<file path="src/rtl/net_bus_tx_fanout.sv">
// NetBus transmit fan-out: one registered word presented to PORTS links; retired once every target port has taken it.
// Latency: 1 cycle from accept to WVALID; empty-target words pulse DROP the cycle after acceptance.
// Backpressure: READY falls while any pending port stays un-handshaken this cycle; rises combinationally on the final WREADY.
module net_bus_tx_fanout #(
  parameter int DATA_WIDTH = 4,
  parameter int PORTS      = 6,
  parameter int MODE       = 0,
  parameter int DEST_W     = 4,
  localparam int W         = DATA_WIDTH * 9 + 14
) (
  input  logic               CLK,
  input  logic               RST,
  input  logic [W-1:0]       DATA,
  input  logic               VALID,
  output logic               READY,
  input  logic [PORTS-1:0]   PORT_EN,
  input  logic [DEST_W-1:0]  DEST,
  output logic [PORTS-1:0]   WCLK,
  output logic [PORTS*W-1:0] WDATA,
  output logic [PORTS-1:0]   WVALID,
  input  logic [PORTS-1:0]   WREADY,
  output logic               DROP,
  output logic               BUSY
);

  // Held word, per-port pending mask and the registered drop pulse.
  logic [W-1:0]     wreg;
  logic [PORTS-1:0] pend;
  logic             drop_q;

  // Per-cycle delivery and retirement terms.
  logic [PORTS-1:0] tgt;
  logic [PORTS-1:0] hs;
  logic             last;
  logic             busy;
  logic             accept;

  // Target mask for the incoming word: the broadcast mask, or a one-hot of DEST
  // (an out-of-range DEST matches no port and yields an empty mask).
  always_comb begin
    tgt = '0;
    if (MODE == 0) begin
      tgt = PORT_EN;
    end else begin
      for (int i = 0; i < PORTS; i++) begin
        tgt[i] = (DEST == DEST_W'(i));
      end
    end
  end

  assign hs     = pend & WREADY;
  assign last   = ((pend & ~hs) == '0);
  assign busy   = |pend;
  assign accept = VALID & READY;

  // Word register and pending mask; a new accept overrides the final clears of
  // the retiring word so back-to-back words need no gap cycle.
  always_ff @(posedge CLK or posedge RST) begin
    if (RST) begin
      wreg   <= '0;
      pend   <= '0;
      drop_q <= 1'b0;
    end else begin
      drop_q <= accept && (tgt == '0);
      if (accept) begin
        wreg <= DATA;
        pend <= tgt;
      end else begin
        pend <= pend & ~WREADY;
      end
    end
  end

  assign READY  = ~busy | last;
  assign BUSY   = busy;
  assign DROP   = drop_q;
  assign WVALID = pend;
  assign WDATA  = {PORTS{wreg}};
  assign WCLK   = {PORTS{CLK}};

endmodule
</file>
<file path="config.mk">
export PLATFORM = sky130hd
export DESIGN_NAME = net_bus_tx_fanout
export DESIGN_NICKNAME = d
export VERILOG_FILES = /design/src/rtl/net_bus_tx_fanout.sv
export SDC_FILE = /design/constraint.sdc
export NUM_CORES = 1
export LEC_CHECK = 0
export CAP_MARGIN = 0
export CORE_AREA = 5 5 144 146
export DETAILED_ROUTE_END_ITERATION = 10
export DIE_AREA = 0 0 149 151
export PLACE_DENSITY_LB_ADDON = 0.15
export SYNTH_ARGS = -nofsm -noshare
export SYNTH_HDL_FRONTEND = slang
export SYNTH_SLANG_ARGS = --single-unit
</file>
<file path="constraint.sdc">
create_clock -name CLK -period 2.6 [get_ports CLK]
set_input_delay 0.26 -clock CLK [delete_from_list [all_inputs] [get_ports CLK]]
set_output_delay 0.26 -clock CLK [all_outputs]
set_load 0.05 [all_outputs]
</file>
==> results_dict.tcl, run 1 <==
set metrics [dict create \
    status "completed" \
    synth_edf_count 0 \
    die_height_um 151 \
    postCtsHoldBufs 0 \
    gr-max-usage-layer "met2" \
    drive_above_1_share 0.107 \
    cts_tree "built" \
    finalHoldViolations 0 \
    setup_viol 0 \
    crit_family "buffers and inverters" \
    cp.arrival_ps 2260 \
    drtIter0Drc 51 \
    rsz0062_at_grt "false" \
    critPathMostFrequentCell "clkbuf_16" \
    max_slew.worst_pin.slew_ps 646 \
    grtUsageTotal 0.103 \
    yosysSeqAreaShare 0.347 \
    core_um2 19300 \
    diodes 0 \
    clk_latency_ps 440 \
    cp_slowest_stage_delay_ps 690 \
    slew_violations 0 \
    ios 384 \
    synth_top_area_frac 0.469 \
    nets 599 \
    hold_path_class "in -> async" \
    dp_hpwl_um 9950 \
    async_flop_share 1.00 \
    route.detailed.drc 0 \
    syn_nets 461 \
    syn-cell-area_um2 4110 \
    synth_area_leader_cell "buf_4" \
    grt_overflow 0 \
    max_slew_margin 0.569 \
    critPathKind "clk -> out" \
    drtAntennaViolNets 0 \
    layout_setup_ws_ps 81.3 \
    critPathCaptureType "output pin" \
    clock_skew_ps 5.63 \
    crit_required_ps 2340 \
    cts_resized 0 \
    path_cells "clkbuf_16 > clkbuf_16 > clkdlybuf4s50_1" \
    ys_warn_count 0 \
    portBuffers 379 \
    path_buf_inv 3 \
    grt_pass1_wl_um 17400 \
    synth_common_cells "buf_4, dfrtp_1, mux2_2" \
    routedWlPerCell_um 15.4 \
    drt-total-wl_um 12300 \
    crit_slowest_cell "clkdlybuf4s50_1" \
    grt_start_max_net_pins 31 \
    synthMostInstantiatedCell "buf_4" \
    syn_avg_cell_area_um2 10.5 \
    use_met3 0.0569 \
    use_met2 0.181 \
    start_util 0.213 \
    synth.area.top_cells "buf_4, dfrtp_1, mux2_2" \
    antenna_found_initial 0 \
    timing.hold.ws_ps 230 \
    syn_inst 392 \
    fp.dieW_um 149 \
    dieArea_um2 22500 \
    dr.pass1.iters 4 \
    synthDistinctLibCells 16 \
    gp_congestion 0.668 \
    grt_use_met1 0.102 \
    drv_cap 0 \
    pre_cts_ws_ps 87.2 \
    grt_pass1_vias 2928 \
    area_growth_syn_to_layout_pct 65.0 \
    tns_ps 0 \
    path_clk_slew_ps 50 \
    vias 2790 \
    synth_top_flop_cell "dfrtp_1" \
    ys_ff_latch 57 \
    cp-start-kind "clock port" \
    rows 51 \
    path_max_fanout 3 \
    viasPerCell 3.49 \
    cts_setup_buffers 0 \
]
-- logic make-up after synthesis --
group / after synthesis / share of synthesized area
compound gates: 6 / 0.0110
simple gates: 15 / 0.0234
flops: 57 / 0.347
mux: 50 / 0.137
buf+inv: 264 / 0.482
-- sequential cells by signal, summed over array words and instances (netlist names) --
| name | cells |
|---|---|
| DROP | 1 |
| WVALID | 6 |
| wreg | 50 |
-- layout by cell type (no fill, tap or decap) --
cell type	instances
clkbuf_8	4
nand2_1	1
nor4_4	1
nor2b_1	6
buf_4	3
and3_1	1
or4_4	1
nor4_1	2
buf_12	4
bufinv_16	1
clkdlybuf4s50_1	378
inv_2	1
dfrtp_1	57
clkinv_2	1
mux2_1	23
mux2_2	27
clkbuf_16	13
a21o_1	6
nor2_1	2
inv_1	1
nor3_2	1
-- metal layers --
layer / wire length (µm) / share of wire
met1: 4170 / 0.34
met2: 6650 / 0.54
met3: 1310 / 0.11
met4: 179 / 0.015
met5: 0 / 0
-- final timing paths --
path,from,end,slack [ps],cells past startpoint
setup / recovery,CLK,WCLK[4],80,3
hold / removal,RST,wreg[49]$_DFFE_PP0P_,230,2
setup reg to reg,WVALID[1]$_DFF_PP0_,wreg[45]$_DFFE_PP0P_,330,6
hold reg to reg,wreg[33]$_DFFE_PP0P_,wreg[33]$_DFFE_PP0P_,600,1
max in group asynchronous,RST,wreg[41]$_DFFE_PP0P_,1750,3
min in group CLK,DATA[19],wreg[19]$_DFFE_PP0P_,420,2
-- stage by stage --
| stage | util | std cells | instance area, µm² |
|---|---|---|---|
| 6_report | 0.352 | 799 | 6790 |
| 5_1_grt | 0.352 | 799 | 6790 |
| 4_1_cts | 0.352 | 799 | 6790 |
| 3_5_place_dp | 0.331 | 780 | 6370 |
| 3_3_place_gp | 0.331 | 780 | 6370 |
| 2_1_floorplan | - | 392 | 4120 |
-- final cells by class --
class / instances / area (µm²)
flip-flops and latches: 57 / 1430
fillers: 1904 / 12500
well taps: 265 / 332
multi-input cells: 71 / 718
repair buffers: 379 / 3830
clock buffers: 23 / 440
clock inverters: 2 / 35.0
inverters: 2 / 7.51
Power of run 1 is not shown: default switching activity piles up to over one toggle a cycle in this logic, so the estimate is an artifact.
==> run 2: changes to the inputs <==
MAX_ROUTING_LAYER = met4   (was not set)
SKIP_LAST_GASP = 1   (was not set)
TNS_END_PERCENT = 30   (was not set)
==> run 2 against run 1 <==
  * Clock skew barely moved
  * Worst setup slack about the same
  * Non-clock buffer count unchanged
  * Register-to-register slack about the same
  * Routed wire length is essentially flat
  * Global-route usage up 0.29 points
  * First-iteration DRC count is 7.8% lower
==> results_dict.tcl, run 2 (synthesis results as in run 1) <==
set metrics [dict create \
    drtIter0Drc 47 \
    finalHoldViolations 0 \
    grt_overflow 0 \
    max_slew_margin 0.569 \
    grtUsageTotal 0.105 \
    vias 2790 \
    grt_pass1_wl_um 17300 \
    status "completed" \
    use_met2 0.181 \
    drt-total-wl_um 12300 \
    antenna_found_initial 0 \
    diodes 0 \
    cp_slowest_stage_delay_ps 690 \
    path_cells "clkbuf_16 > clkbuf_16 > clkdlybuf4s50_1" \
    critPathCaptureType "output pin" \
    cts_resized 0 \
    gr-max-usage-layer "met2" \
    n_fill_cell 1904 \
    final_common_cell "clkdlybuf4s50_1" \
    critPathMostFrequentCell "clkbuf_16" \
    cts_setup_buffers 0 \
    viasPerCell 3.49 \
    cp.arrival_ps 2260 \
    largest_register_ffs 50 \
    start_util 0.213 \
    final_cell_mix "clkdlybuf4s50_1, dfrtp_1, mux2_2, mux2_1, clkbuf_16" \
    rsz0062_at_grt "false" \
    multi_input_area_um2 718 \
    dr.pass1.iters 4 \
    route.detailed.drc 0 \
    clock_skew_ps 5.47 \
    drv_cap 0 \
    regMostFlops "wreg" \
    die_height_um 151 \
    hold_path_class "in -> async" \
    max_slew.worst_pin.slew_ps 645 \
    tns_ps 0 \
    gp_congestion 0.674 \
    cts_tree "built" \
    crit_slowest_cell "clkdlybuf4s50_1" \
    dieArea_um2 22500 \
    crit_required_ps 2340 \
    critPathKind "clk -> out" \
    dp_hpwl_um 9950 \
    portBuffers 379 \
    nets 599 \
    clk_latency_ps 440 \
    path_max_fanout 3 \
    use_met3 0.0497 \
    ios 384 \
    postCtsHoldBufs 0 \
    grt_use_met1 0.107 \
    path_clk_slew_ps 50 \
    slew_violations 0 \
    rows 51 \
    area_growth_syn_to_layout_pct 65.0 \
    drive_above_1_share 0.107 \
    setup_viol 0 \
    routedWlPerCell_um 15.4 \
    fp.dieW_um 149 \
    grt_pass1_vias 2952 \
    grt_start_max_net_pins 31 \
    drtAntennaViolNets 0 \
    cp-start-kind "clock port" \
    core_um2 19300 \
    ff_latch_area_um2 1430 \
]
[run 2: cell counts in the layout (fill, tap and decap cells not counted)]
Identical to the previous run, type by type.
[run 2: final timing paths]
check | cells past startpoint | slack (ps) | from | endpoint
max | 3 | 80 | CLK | WCLK[4]
min | 2 | 230 | RST | wreg[49]$_DFFE_PP0P_
max reg2reg | 6 | 330 | WVALID[1]$_DFF_PP0_ | wreg[45]$_DFFE_PP0P_
min reg2reg | 1 | 600 | wreg[33]$_DFFE_PP0P_ | wreg[33]$_DFFE_PP0P_
max in group asynchronous | 3 | 1750 | RST | wreg[41]$_DFFE_PP0P_
min in group CLK | 2 | 420 | DATA[19] | wreg[19]$_DFFE_PP0P_
[run 2: area by class of cell]
cell class,instances,area share
clock buffers,23,0.0649
inverters,2,0.00111
repair buffers,379,0.564
well taps,265,0.0489
multi-input cells,71,0.106
clock inverters,2,0.00516
flip-flops and latches,57,0.210
[run 2: through the flow]
step | util | hold slack, ps | area [µm²] | instances | setup WS [ps]
floorplan | - | 377 | 4120 | 392 | 179
global placement | 0.331 | 588 | 6370 | 780 | 119
detailed placement | 0.331 | 595 | 6370 | 780 | 87.2
CTS | 0.352 | 245 | 6790 | 799 | 65.5
global route | 0.352 | 305 | 6790 | 799 | 51.1
finish | 0.352 | 228 | 6790 | 799 | 81.3
[run 2: worst max-delay path, delay by kind of cell]
family   cells  cell delay, ps
buf+inv      3             950
[run 2: metal layers]
metal,share of wire,vias up
met3,0.095,14
met2,0.54,195
met5,0,-
met1,0.35,1316
li1,-,1265
met4,0.015,0
Power of run 2 is left out for the same reason.
==> run 3: changes to the inputs <==
HOLD_SLACK_MARGIN = 0.1   (was not set)
MAX_ROUTING_LAYER = not set   (was met4)
==> results of run 3 <==
No change in the layout: final DEF, timing and power equal those of run 1.
Power of run 3 is left out for the same reason.
